**src/rtl/t1_pass_sched.sv**
```systemverilog
// t1_pass_sched -- per-bitplane coding-pass scheduler for the tier-1 MQ coder.
//
// Once the bit-plane coder has written a whole plane into the three
// context/decision FIFOs, this block drains them into the single MQ coder.
// The order is significance, then refinement, then cleanup. The first plane
// of a codeblock has only a cleanup pass. The block also:
//   - issues mq_init at codeblock start,
//   - issues mq_flush after the cleanup pass of the last plane,
//   - counts coding passes for tier-2,
//   - raises plane_ready once the MQ pipeline has had DRAIN_LAT cycles to settle.
//
// Ports:
//   clk, rstn                 clock, asynchronous active-low reset
//   cblk_start                pulse: new codeblock, aborts any plane in flight
//   plane_go, last_plane      pulse: plane written; last_plane sampled with it
//   {sig,ref,cln}_empty/ctx/d show-ahead FIFO heads
//   {sig,ref,cln}_rd          FIFO pops
//   mq_init/en/cx/d/flush     MQ coder interface
//   cur_pass                  0 idle, 1 sig, 2 ref, 3 cln
//   pass_cnt                  passes completed in this codeblock (saturating)
//   plane_ready               pulse: plane fully coded
//   busy                      scheduler not idle
//   err_overlap               sticky: plane_go arrived while busy
module t1_pass_sched #(
  parameter int DRAIN_LAT = 8,
  parameter int W_PASS    = 8
) (
  input  logic              clk,
  input  logic              rstn,
  input  logic              cblk_start,
  input  logic              plane_go,
  input  logic              last_plane,
  input  logic              sig_empty,
  input  logic [5:0]        sig_ctx,
  input  logic              sig_d,
  output logic              sig_rd,
  input  logic              ref_empty,
  input  logic [5:0]        ref_ctx,
  input  logic              ref_d,
  output logic              ref_rd,
  input  logic              cln_empty,
  input  logic [5:0]        cln_ctx,
  input  logic              cln_d,
  output logic              cln_rd,
  output logic              mq_init,
  output logic              mq_en,
  output logic [5:0]        mq_cx,
  output logic              mq_d,
  output logic              mq_flush,
  output logic [1:0]        cur_pass,
  output logic [W_PASS-1:0] pass_cnt,
  output logic              plane_ready,
  output logic              busy,
  output logic              err_overlap
);

  localparam int            CW         = (DRAIN_LAT > 1) ? $clog2(DRAIN_LAT) : 1;
  localparam logic [CW-1:0] DRAIN_LOAD = CW'(DRAIN_LAT - 1);

  typedef enum logic [2:0] {S_IDLE, S_SIG, S_REF, S_CLN, S_DRAIN} state_t;

  state_t        state, state_nxt;
  logic          first_plane;  // next plane is the codeblock's first (cleanup only)
  logic          last_q;       // last_plane latched with the accepted plane_go
  logic [CW-1:0] drain_cnt;
  logic          pass_done;    // the active pass's FIFO is dry: pass ends this cycle

  // State register
  // NOTE: clocked state uses non-blocking assignments so every flop samples
  // pre-edge values regardless of process evaluation order.
  always_ff @(posedge clk or negedge rstn) begin
    if (!rstn) state <= S_IDLE;
    else       state <= state_nxt;
  end

  // Next-state logic; cblk_start overrides everything, including plane_go
  always_comb begin
    state_nxt = state;
    if (cblk_start) begin
      state_nxt = S_IDLE;
    end else begin
      case (state)
        S_IDLE:  if (plane_go)          state_nxt = first_plane ? S_CLN : S_SIG;
        S_SIG:   if (sig_empty)         state_nxt = S_REF;
        S_REF:   if (ref_empty)         state_nxt = S_CLN;
        S_CLN:   if (cln_empty)         state_nxt = S_DRAIN;
        S_DRAIN: if (drain_cnt == '0)   state_nxt = S_IDLE;
        default:                        state_nxt = S_IDLE;
      endcase
    end
  end

  // Output logic: pop the active FIFO whenever it has a head and forward that
  // head to the MQ coder; the symbol bus is held at zero between symbols.
  // NOTE: every signal gets a default before the case so no path leaves one
  // unassigned, which would otherwise infer a latch.
  always_comb begin
    sig_rd    = 1'b0;
    ref_rd    = 1'b0;
    cln_rd    = 1'b0;
    mq_cx     = '0;
    mq_d      = 1'b0;
    cur_pass  = 2'd0;
    pass_done = 1'b0;
    case (state)
      S_SIG: begin
        cur_pass  = 2'd1;
        sig_rd    = !sig_empty;
        pass_done = sig_empty;
        if (!sig_empty) {mq_cx, mq_d} = {sig_ctx, sig_d};
      end
      S_REF: begin
        cur_pass  = 2'd2;
        ref_rd    = !ref_empty;
        pass_done = ref_empty;
        if (!ref_empty) {mq_cx, mq_d} = {ref_ctx, ref_d};
      end
      S_CLN: begin
        cur_pass  = 2'd3;
        cln_rd    = !cln_empty;
        pass_done = cln_empty;
        if (!cln_empty) {mq_cx, mq_d} = {cln_ctx, cln_d};
      end
      default: ;
    endcase
  end

  assign mq_en       = sig_rd | ref_rd | cln_rd;
  assign busy        = (state != S_IDLE);
  assign plane_ready = (state == S_DRAIN) && (drain_cnt == '0);
  // The counter is at its load value only in the first DRAIN cycle
  assign mq_flush    = (state == S_DRAIN) && (drain_cnt == DRAIN_LOAD) && last_q;

  // Bookkeeping registers
  always_ff @(posedge clk or negedge rstn) begin
    if (!rstn) begin
      mq_init     <= 1'b0;
      pass_cnt    <= '0;
      first_plane <= 1'b1;
      last_q      <= 1'b0;
      err_overlap <= 1'b0;
      drain_cnt   <= '0;
    end else begin
      mq_init <= cblk_start;
      if (cblk_start) begin
        pass_cnt    <= '0;
        first_plane <= 1'b1;
        err_overlap <= 1'b0;
        drain_cnt   <= '0;
      end else begin
        if (plane_go && state != S_IDLE) err_overlap <= 1'b1;
        if (plane_go && state == S_IDLE) last_q <= last_plane;
        if (pass_done && pass_cnt != '1) pass_cnt <= pass_cnt + 1'b1;
        if (state == S_CLN && cln_empty) begin
          first_plane <= 1'b0;
          drain_cnt   <= DRAIN_LOAD;
        end else if (state == S_DRAIN && drain_cnt != '0) begin
          drain_cnt <= drain_cnt - 1'b1;
        end
      end
    end
  end

endmodule

```
**config.mk**
```make
export PLATFORM = sky130hd
export DESIGN_NAME = t1_pass_sched
export DESIGN_NICKNAME = d
export VERILOG_FILES = /design/src/rtl/t1_pass_sched.sv
export SDC_FILE = /design/constraint.sdc
export NUM_CORES = 1
export LEC_CHECK = 0
export ABC_AREA = 1
export CORE_ASPECT_RATIO = 0.7
export CORE_MARGIN = 5
export CORE_UTILIZATION = 40
export DETAILED_ROUTE_END_ITERATION = 10
export PLACE_DENSITY = 0.86
export RECOVER_POWER = 50
export SYNTH_ARGS = -nofsm -noshare
export SYNTH_HDL_FRONTEND = slang
export SYNTH_SLANG_ARGS = --single-unit
```
**constraint.sdc**
```tcl
create_clock -name clk -period 1.6 [get_ports clk]
set_input_delay 0.24 -clock clk [delete_from_list [all_inputs] [get_ports clk]]
set_output_delay 0.24 -clock clk [all_outputs]
set_load 0.02 [all_outputs]
```
-- Yosys cells after proc, flatten, opt, wreduce, memory -nomap -nowiden
Index checks and enable logic that the tools add are counted.
- register bits after elaboration: 18
- input bits: 29
- output and inout port bits: 26
- word-level logic and storage cells: 74
- $add $sub $neg: 2
- eq/ne operators: 11
- multiplexer cells: 30
- bitwise gates (word level): 3
- reductions and logical operators: 21
- operator list (kind ; number):
    $mux 3 ; 9
    $mux 6 ; 3
    $pmux 6 s3 ; 1
    $mux 8 ; 2
    $pmux 3 s5 ; 1
    $ne 3x3->1 const B ; 4
    $mux 1 ; 10
    $reduce_bool 3->1 ; 3
    $add 8x1->8 const B ; 1
    $logic_and 1x1->1 ; 8
    $ne 8x8->1 const B ; 1
    $eq 3x2->1 const B ; 2
    $eq 3x3->1 const B ; 2
    $logic_not 3->1 ; 2
    $pmux 1 s3 ; 2
    $pmux 2 s3 ; 1
    $reduce_bool 2->1 ; 3
    $reduce_and 5->1 ; 1
    $eq 3x1->1 const B ; 1
    $logic_not 1->1 ; 3
    $ne 3x2->1 const B ; 1
    $sub 3x1->3 const B ; 1
    $mux 2 ; 1
    $or 1x1->1 ; 2
    2 further kinds ; 2

-- Logic depth before layout (Yosys ltp)
Gate-level depths: netlist of run 1.
- depth in word-level cells: 5
- gate-level depth with buffers: 9
- gate-level depth less buffers: 9

-- Worst setup path before layout of run 1
OpenSTA, ideal clock, no wires.
- kind: register to output
- start point: register state[2]
- end point: output mq_cx[0]
- arrival: 1.339 ns
- required time: 1.360 ns
- slack: 0.021 ns
- cell stages (with the launch flop): 6
- buffers on the path: 0
- path through: dfrtp_1 -> nor2_2 -> nand3_1 -> clkinv_1 -> nand2_1 -> nand3_1
- word-level cells in the longest chain between the ends: 2
- elaborated cells between the ends (all ways): 4
- those cells by class: 3 x eq/ne; 1 x mux
- ends and longest elaborated chain (element ; line ; source):
    start: declaration ; 62 ; state_t state, state_nxt;
    start signal: assignment ; 73 ; else state <= state_nxt;
    $eq 3x2->1 or $eq 3x1->1 (tied branches) ; 105 ; case (state)
    $pmux 6 s3 (*) ; 105 ;
    end: declaration ; 47 ; output logic [5:0] mq_cx,
Mark *: on every way between the ends. The rest lies on a longest branch, timed or not.

-- Worst setup path after layout of run 1
- start point: register state[1]
- end point: output mq_cx[4]
Same word-level chain as after synthesis.

==> results.py, run 1 <==
metrics = {
    "floorplanning": {
        "dieArea_um2": 4450,
        "io_pins": 55,
        "num_rows": 17,
        "design.core.area_um2": 3110,
        "start_util_pct": 41.2,
        "dieHeight_um": 57.3,
        "die_w_um": 77.6,
    },
    "worst_setup_path": {
        "rrSetupSlack_ps": -10,
        "r2r_start": "state[1]$_DFFE_PN0P_",
        "startpoint_type": "flop",
        "reg2reg_to": "state[0]$_DFFE_PN0P_",
        "worstPathMaxFanout": 4,
        "worstSetupPathType": "reg2out",
        "cp.arrival_ps": 1540,
        "required_ps": 1360,
        "end_kind": "output pin",
        "rr_worst_depth": 12,
    },
    "timing": {
        "worst_slack_ps": -175,
        "finalHoldViolCount": 0,
        "tightest_slew_ps": 958,
        "max_freq_ghz": 0.563,
        "max-slew-margin-rel_pct": 36.1,
        "skew_ps": 1.75,
        "finalSetupViolations": 13,
        "rsz0062_at_grt": "yes",
        "slew_viol_final": 0,
        "min_period_ps": 1780,
        "fin_crit_sh_pct": 111,
        "tns_ps": -1220,
    },
    "logic_synthesis": {
        "synthDistinctLibCells": 26,
        "postSynthNetCount": 217,
        "synth_flop_cell": "dfrtp_1",
        "ys_seq_area_share_pct": 35.3,
        "synthCells": 184,
        "synthArstFlopShare_pct": 100,
        "yosysWarnings": 0,
        "syn_area_um2": 1280,
        "synth_edf_count": 0,
        "ys_seq_elements": 18,
        "synth.avg_cell_area_um2": 6.96,
    },
    "route": {
        "vias_per_cell": 5.21,
        "route.antenna.remaining_nets": 0,
        "drc": 0,
        "firstDrtPassIters": 4,
        "avgRoutedWirePerCell_um": 15.7,
        "first_iter_violations": 160,
        "wirelength_um": 4840,
        "vias": 1605,
    },
    "min_path": {
        "min_path_type": "reg2reg",
        "worstHoldPathCells": 2,
        "min_from": "last_q$_DFFE_PN0P_",
        "min_to": "last_q$_DFFE_PN0P_",
    },
    "run_status": {
        "violations": "setup timing",
        "run_status": "finished with violations",
    },
    "cells_and_area": {
        "nFillCells": 214,
        "antenna_cells": 0,
        "final_nets": 304,
        "fin_util_pct": 71.4,
        "areaGrowthSynthToFinish_pct": 73.3,
        "drive_gt1_share_pct": 31.1,
        "final_common_cell": "nand2_1",
        "layout_common_cells": "nand2_1, clkdlybuf4s50_1, buf_4",
        "layout.cells.non_filler": 308,
    },
    "flow_run": {
        "drv_cap": 0,
    },
    "global_route": {
        "grtUsageTotal_pct": 20.2,
        "antenna_found_initial": 0,
        "grt_max_degree": 19,
        "grt_overflow": 0,
        "first_global_vias": 1417,
        "grt_pass1_wl_um": 7180,
    },
    "clock_tree": {
        "cts_tree": "yes",
        "clkSinkCount": 18,
        "postCtsHoldBufs": 0,
        "path_clk_slew_ps": 70,
        "clk_latency_ps": 260,
        "cts_buffers": 3,
        "ctsRootBufferMaster": "clkbuf_8",
        "cts.path.max_buffers": 2,
        "htree_levels": 1,
    },
    "power": {
        "power_uw": 2790,
        "p_leak_uw": 0.00123,
        "power.density_nw_per_um2": 1260,
        "ir_drop_v": 0.000776,
    },
    "placed_design": {
        "place_ws_ps": -465,
        "gp_congestion": 0.872,
        "placed_cells": 296,
        "place_hpwl_um": 3210,
        "port_buffers": 54,
    },
}
-- registers in the layout, indices dropped and copies added (netlist names) --
| register | count |
|---|---|
| err_overlap | 1 |
| last_q | 1 |
| drain_cnt | 3 |
| pass_cnt | 8 |
| mq_init | 1 |
| state | 3 |
| first_plane | 1 |
-- final cells by class --
cell class	count	area (um^2)	area share, %
Sequential cell	18	454	20.5
Timing Repair inverter	1	7.51	0.338
Timing Repair Buffer	84	754	34.0
Multi-Input combinational cell	140	808	36.4
Tap cell	38	47.5	2.14
Inverter	23	91.3	4.12
Clock buffer	4	55.1	2.48
-- worst max path at each step --
stage                          from  endpoint  slack, ps
3_3_place_gp              ref_empty  mq_cx[5]       -420
5_1_grt        state[1]$_DFFE_PN0P_      mq_d       -210
3_5_place_dp              sig_empty      mq_d       -470
2_1_floorplan  state[2]$_DFFE_PN0P_  mq_cx[0]         20
6_report       state[1]$_DFFE_PN0P_  mq_cx[4]       -180
4_1_cts        state[1]$_DFFE_PN0P_      mq_d       -110
-- per-layer routing --
metal | global-route usage [%] | routed length [um] | up-vias
li1 | - | - | 764
met4 | 5.64 | 62 | 0
met1 | 28.4 | 2090 | 757
met3 | 4.57 | 320 | 8
met2 | 31.0 | 2370 | 76
met5 | 0 | 0 | -
-- synth_stat cells (all sizes together), types with 2 or more instances --
cell type	number	area (um^2)
xor2	4	35.0
buf	2	10.0
nor2	20	90.1
clkinv	2	7.51
a21oi	5	25.0
nand3b	2	15.0
inv	21	78.8
ha	4	50.1
nand3	31	168
o21ai	4	20.0
nand4	4	31.3
nor3	2	10.0
nand2	61	254
dfrtp	17	425
-- where the power goes --
part | leakage, uW | switching [uW] | internal, uW
sequential | 0.000234 | 100 | 551
combinational | 0.000970 | 960 | 805
clock | 0.0000288 | 153 | 219
-- logic make-up (layout without fill, tap and decap cells) --
| logic type | after synthesis | in the layout | synth area share (%) |
|---|---|---|---|
| AO/OA/AOI/OAI | 12 | 12 | 5.08 |
| XOR/XNOR | 4 | 4 | 2.74 |
| adder cells (fa/ha/maj) | 4 | 4 | 3.91 |
| buffers and inverters | 26 | 112 | 8.60 |
| flip-flops | 18 | 18 | 35.3 |
| AND/OR/NAND/NOR | 120 | 120 | 44.4 |
-- per-stage QoR --
step / hold slack (ps) / cell area (um^2)
floorplan: -55.6 / 1280
global placement: 456 / 2020
detailed placement: 485 / 2020
CTS: 306 / 2130
global route: 561 / 2220
finish: 507 / 2220
-- worst max-delay path, cell delays in order (launching register included) --
cell	delay, ps
dfrtp_1	430
buf_6	140
nand3b_1	190
clkinvlp_4	190
nand2_1	120
nand3_2	80
buf_6	140
-- repair_timing --
| action | 4_1_cts | 5_1_grt |
|---|---|---|
| setup endpoints to repair | 17 | 22 |
| gates cloned | 1 | 0 |
| gates resized for setup | 93 | 22 |
| buffers inserted | 4 | 3 |
| pin swaps | 14 | 7 |
(Power assumes the default switching activity.)
==> inputs of run 2 (changes only) <==
--- a/config.mk
+++ b/config.mk
@@ -12,6 +12,7 @@
 export DETAILED_ROUTE_END_ITERATION = 10
 export PLACE_DENSITY = 0.86
 export RECOVER_POWER = 50
+export SETUP_SLACK_MARGIN = 0.4
 export SYNTH_ARGS = -nofsm -noshare
 export SYNTH_HDL_FRONTEND = slang
 export SYNTH_SLANG_ARGS = --single-unit
==> results.py, run 2 (synthesized netlist as in run 1, its figures left out) <==
metrics = {
    "cells_and_area": {
        "final_nets": 319,
        "largest_register_ff_count": 8,
        "final_common_cell": "nand2_1",
        "largestRegisters": "pass_cnt: 8 flops, drain_cnt: 3 flops, state: 3 flops",
        "nFillCells": 166,
        "layout_common_cells": "nand2_1, buf_4, clkdlybuf4s50_1",
        "drive_gt1_share_pct": 50.2,
        "antenna_cells": 0,
        "final_area_um2": 2620,
        "areaGrowthSynthToFinish_pct": 105,
        "top_register": "pass_cnt",
    },
    "clock_tree": {
        "postCtsHoldBufs": 0,
        "ctsRootBufferMaster": "clkbuf_8",
        "path_clk_slew_ps": 60,
        "clk_latency_ps": 260,
        "clkSinkCount": 18,
        "cts_tree": "yes",
        "cts.path.max_buffers": 2,
        "htree_levels": 1,
        "cts_buffers": 3,
    },
    "timing": {
        "max_freq_ghz": 0.570,
        "finalSetupViolations": 20,
        "finalHoldViolCount": 0,
        "skew_ps": 6.63,
        "max-slew-margin-rel_pct": 33.3,
        "worst_slack_ps": -154,
        "rsz0062_at_grt": "yes",
        "tightest_slew_ps": 1000,
        "min_period_ps": 1750,
        "slew_viol_final": 0,
        "tns_ps": -1820,
        "timing.hold.ws_ps": 493,
        "fin_crit_sh_pct": 110,
    },
    "min_path": {
        "min_path_type": "reg2reg",
        "min_from": "first_plane$_DFFE_PN1P_",
        "worstHoldPathCells": 2,
    },
    "global_route": {
        "grtUsageTotal_pct": 23.6,
        "grt_pass1_wl_um": 8480,
        "grt_max_degree": 19,
        "antenna_found_initial": 0,
        "first_global_vias": 1669,
        "grt_overflow": 0,
    },
    "worst_setup_path": {
        "end_kind": "output pin",
        "worstPathMaxFanout": 4,
        "critical-path-max-stage-delay_ps": 400,
        "slowest_stage": "dfrtp_1",
        "crit_buf_inv": 3,
        "path_cells": "buf_4, nand3b_1, clkinvlp_4, nand2_2, nand3_4, buf_6",
        "cp.arrival_ps": 1510,
        "path_depth": 6,
        "required_ps": 1360,
        "crit_family": "buffers and inverters",
        "worstSetupPathType": "reg2out",
        "rr_worst_depth": 10,
        "crit_start": "state[1]$_DFFE_PN0P_",
        "r2r_start": "state[2]$_DFFE_PN0P_",
        "startpoint_type": "flop",
    },
    "floorplanning": {
        "io_pins": 55,
        "num_rows": 17,
        "start_util_pct": 41.2,
        "die_w_um": 77.6,
        "dieArea_um2": 4450,
        "dieHeight_um": 57.3,
        "design.core.area_um2": 3110,
    },
    "power": {
        "power.share.switching_pct": 45.1,
        "combPwrFrac_pct": 69.8,
        "pwr-share-clk_pct": 9.9,
        "power_frac_seq_pct": 20.3,
        "power_uw": 3340,
        "power.density_nw_per_um2": 1270,
        "p_leak_uw": 0.00131,
        "ir_drop_v": 0.000983,
        "power.switching_uw": 1500,
        "internal-power_uw": 1830,
    },
    "route": {
        "vias_per_cell": 5.48,
        "wirelength_um": 6040,
        "drc": 0,
        "route.antenna.remaining_nets": 0,
        "firstDrtPassIters": 4,
        "avgRoutedWirePerCell_um": 18.7,
        "vias": 1769,
        "first_iter_violations": 134,
    },
    "run_status": {
        "violations": "setup timing",
        "run_status": "finished with violations",
    },
    "placed_design": {
        "port_buffers": 54,
        "dpl_cell_area_um2": 2190,
        "place_hpwl_um": 3280,
        "gp_congestion": 0.842,
    },
    "flow_run": {
        "drv_cap": 0,
    },
}
[run 2: final timing paths]
path	slack, ps	to
worst max-delay path	-150	mq_d
worst min-delay path	490	first_plane$_DFFE_PN1P_
worst max register to register	-70	err_overlap$_DFFE_PN0P_
worst min register to register	490	first_plane$_DFFE_PN1P_
max in group asynchronous	250	pass_cnt[6]$_DFFE_PN0P_
min in group asynchronous	670	pass_cnt[2]$_DFFE_PN0P_
[run 2: power groups by stage]
stage | Combinational (uW) | Sequential, uW | Clock (uW)
3_3_place_gp | 1550 | 676 | 0
3_5_place_dp | 1590 | 683 | 0
5_1_grt | 2460 | 685 | 355
2_1_floorplan | 828 | 708 | 0
6_report | 2330 | 677 | 332
4_1_cts | 1960 | 659 | 324
[run 2: per-layer routing]
layer  vias to the layer above  routed length [um]  global-route usage (%)
met5                         -                   0                       0
met2                        88                3100                    39.5
met3                        29                 384                    4.89
met1                       854                2300                    31.3
met4                         0                 259                    6.13
li1                        798                   -                       -
[run 2: area by class of cell]
class | count | area [um^2] | share of cell area [%]
repair inverters | 1 | 7.51 | 0.287
multi-input cells | 141 | 1050 | 40.2
clock buffers | 4 | 45.0 | 1.72
inverters | 23 | 111 | 4.25
flip-flops and latches | 18 | 460 | 17.6
well taps | 38 | 47.5 | 1.82
repair buffers | 98 | 893 | 34.1
[run 2: what timing repair did]
item	4_1_cts	5_1_grt
endpoints found under the setup margin	42	37
gates cloned	2	0
pin swaps	16	13
setup buffers	12	11
resized for setup	158	32
[run 2: metrics by stage]
stage / utilization, % / cells / setup slack (ps)
3_3_place_gp: 70.7 / 294 / -410
2_1_floorplan: - / 184 / 256
3_5_place_dp: 70.7 / 294 / -442
6_report: 84.3 / 323 / -154
5_1_grt: 84.3 / 323 / -252
4_1_cts: 79.4 / 312 / -124
[run 2: worst register-to-register path, cell delays in order (launching register included)]
cell,delay (ps)
dfrtp_2,460
buf_4,160
buf_6,110
buf_6,100
buf_6,120
nor2_4,110
inv_2,50
buf_4,120
buf_4,130
a21oi_4,120
nor2_2,60
==> inputs of run 3 (changes only) <==
--- a/config.mk
+++ b/config.mk
@@ -11,7 +11,7 @@
 export CORE_UTILIZATION = 40
 export DETAILED_ROUTE_END_ITERATION = 10
 export PLACE_DENSITY = 0.86
-export RECOVER_POWER = 50
+export RECOVER_POWER = 100
 export SETUP_SLACK_MARGIN = 0.4
 export SYNTH_ARGS = -nofsm -noshare
 export SYNTH_HDL_FRONTEND = slang
==> results of run 3 <==
The final DEF is identical to that of run 2; final timing and power are the same.
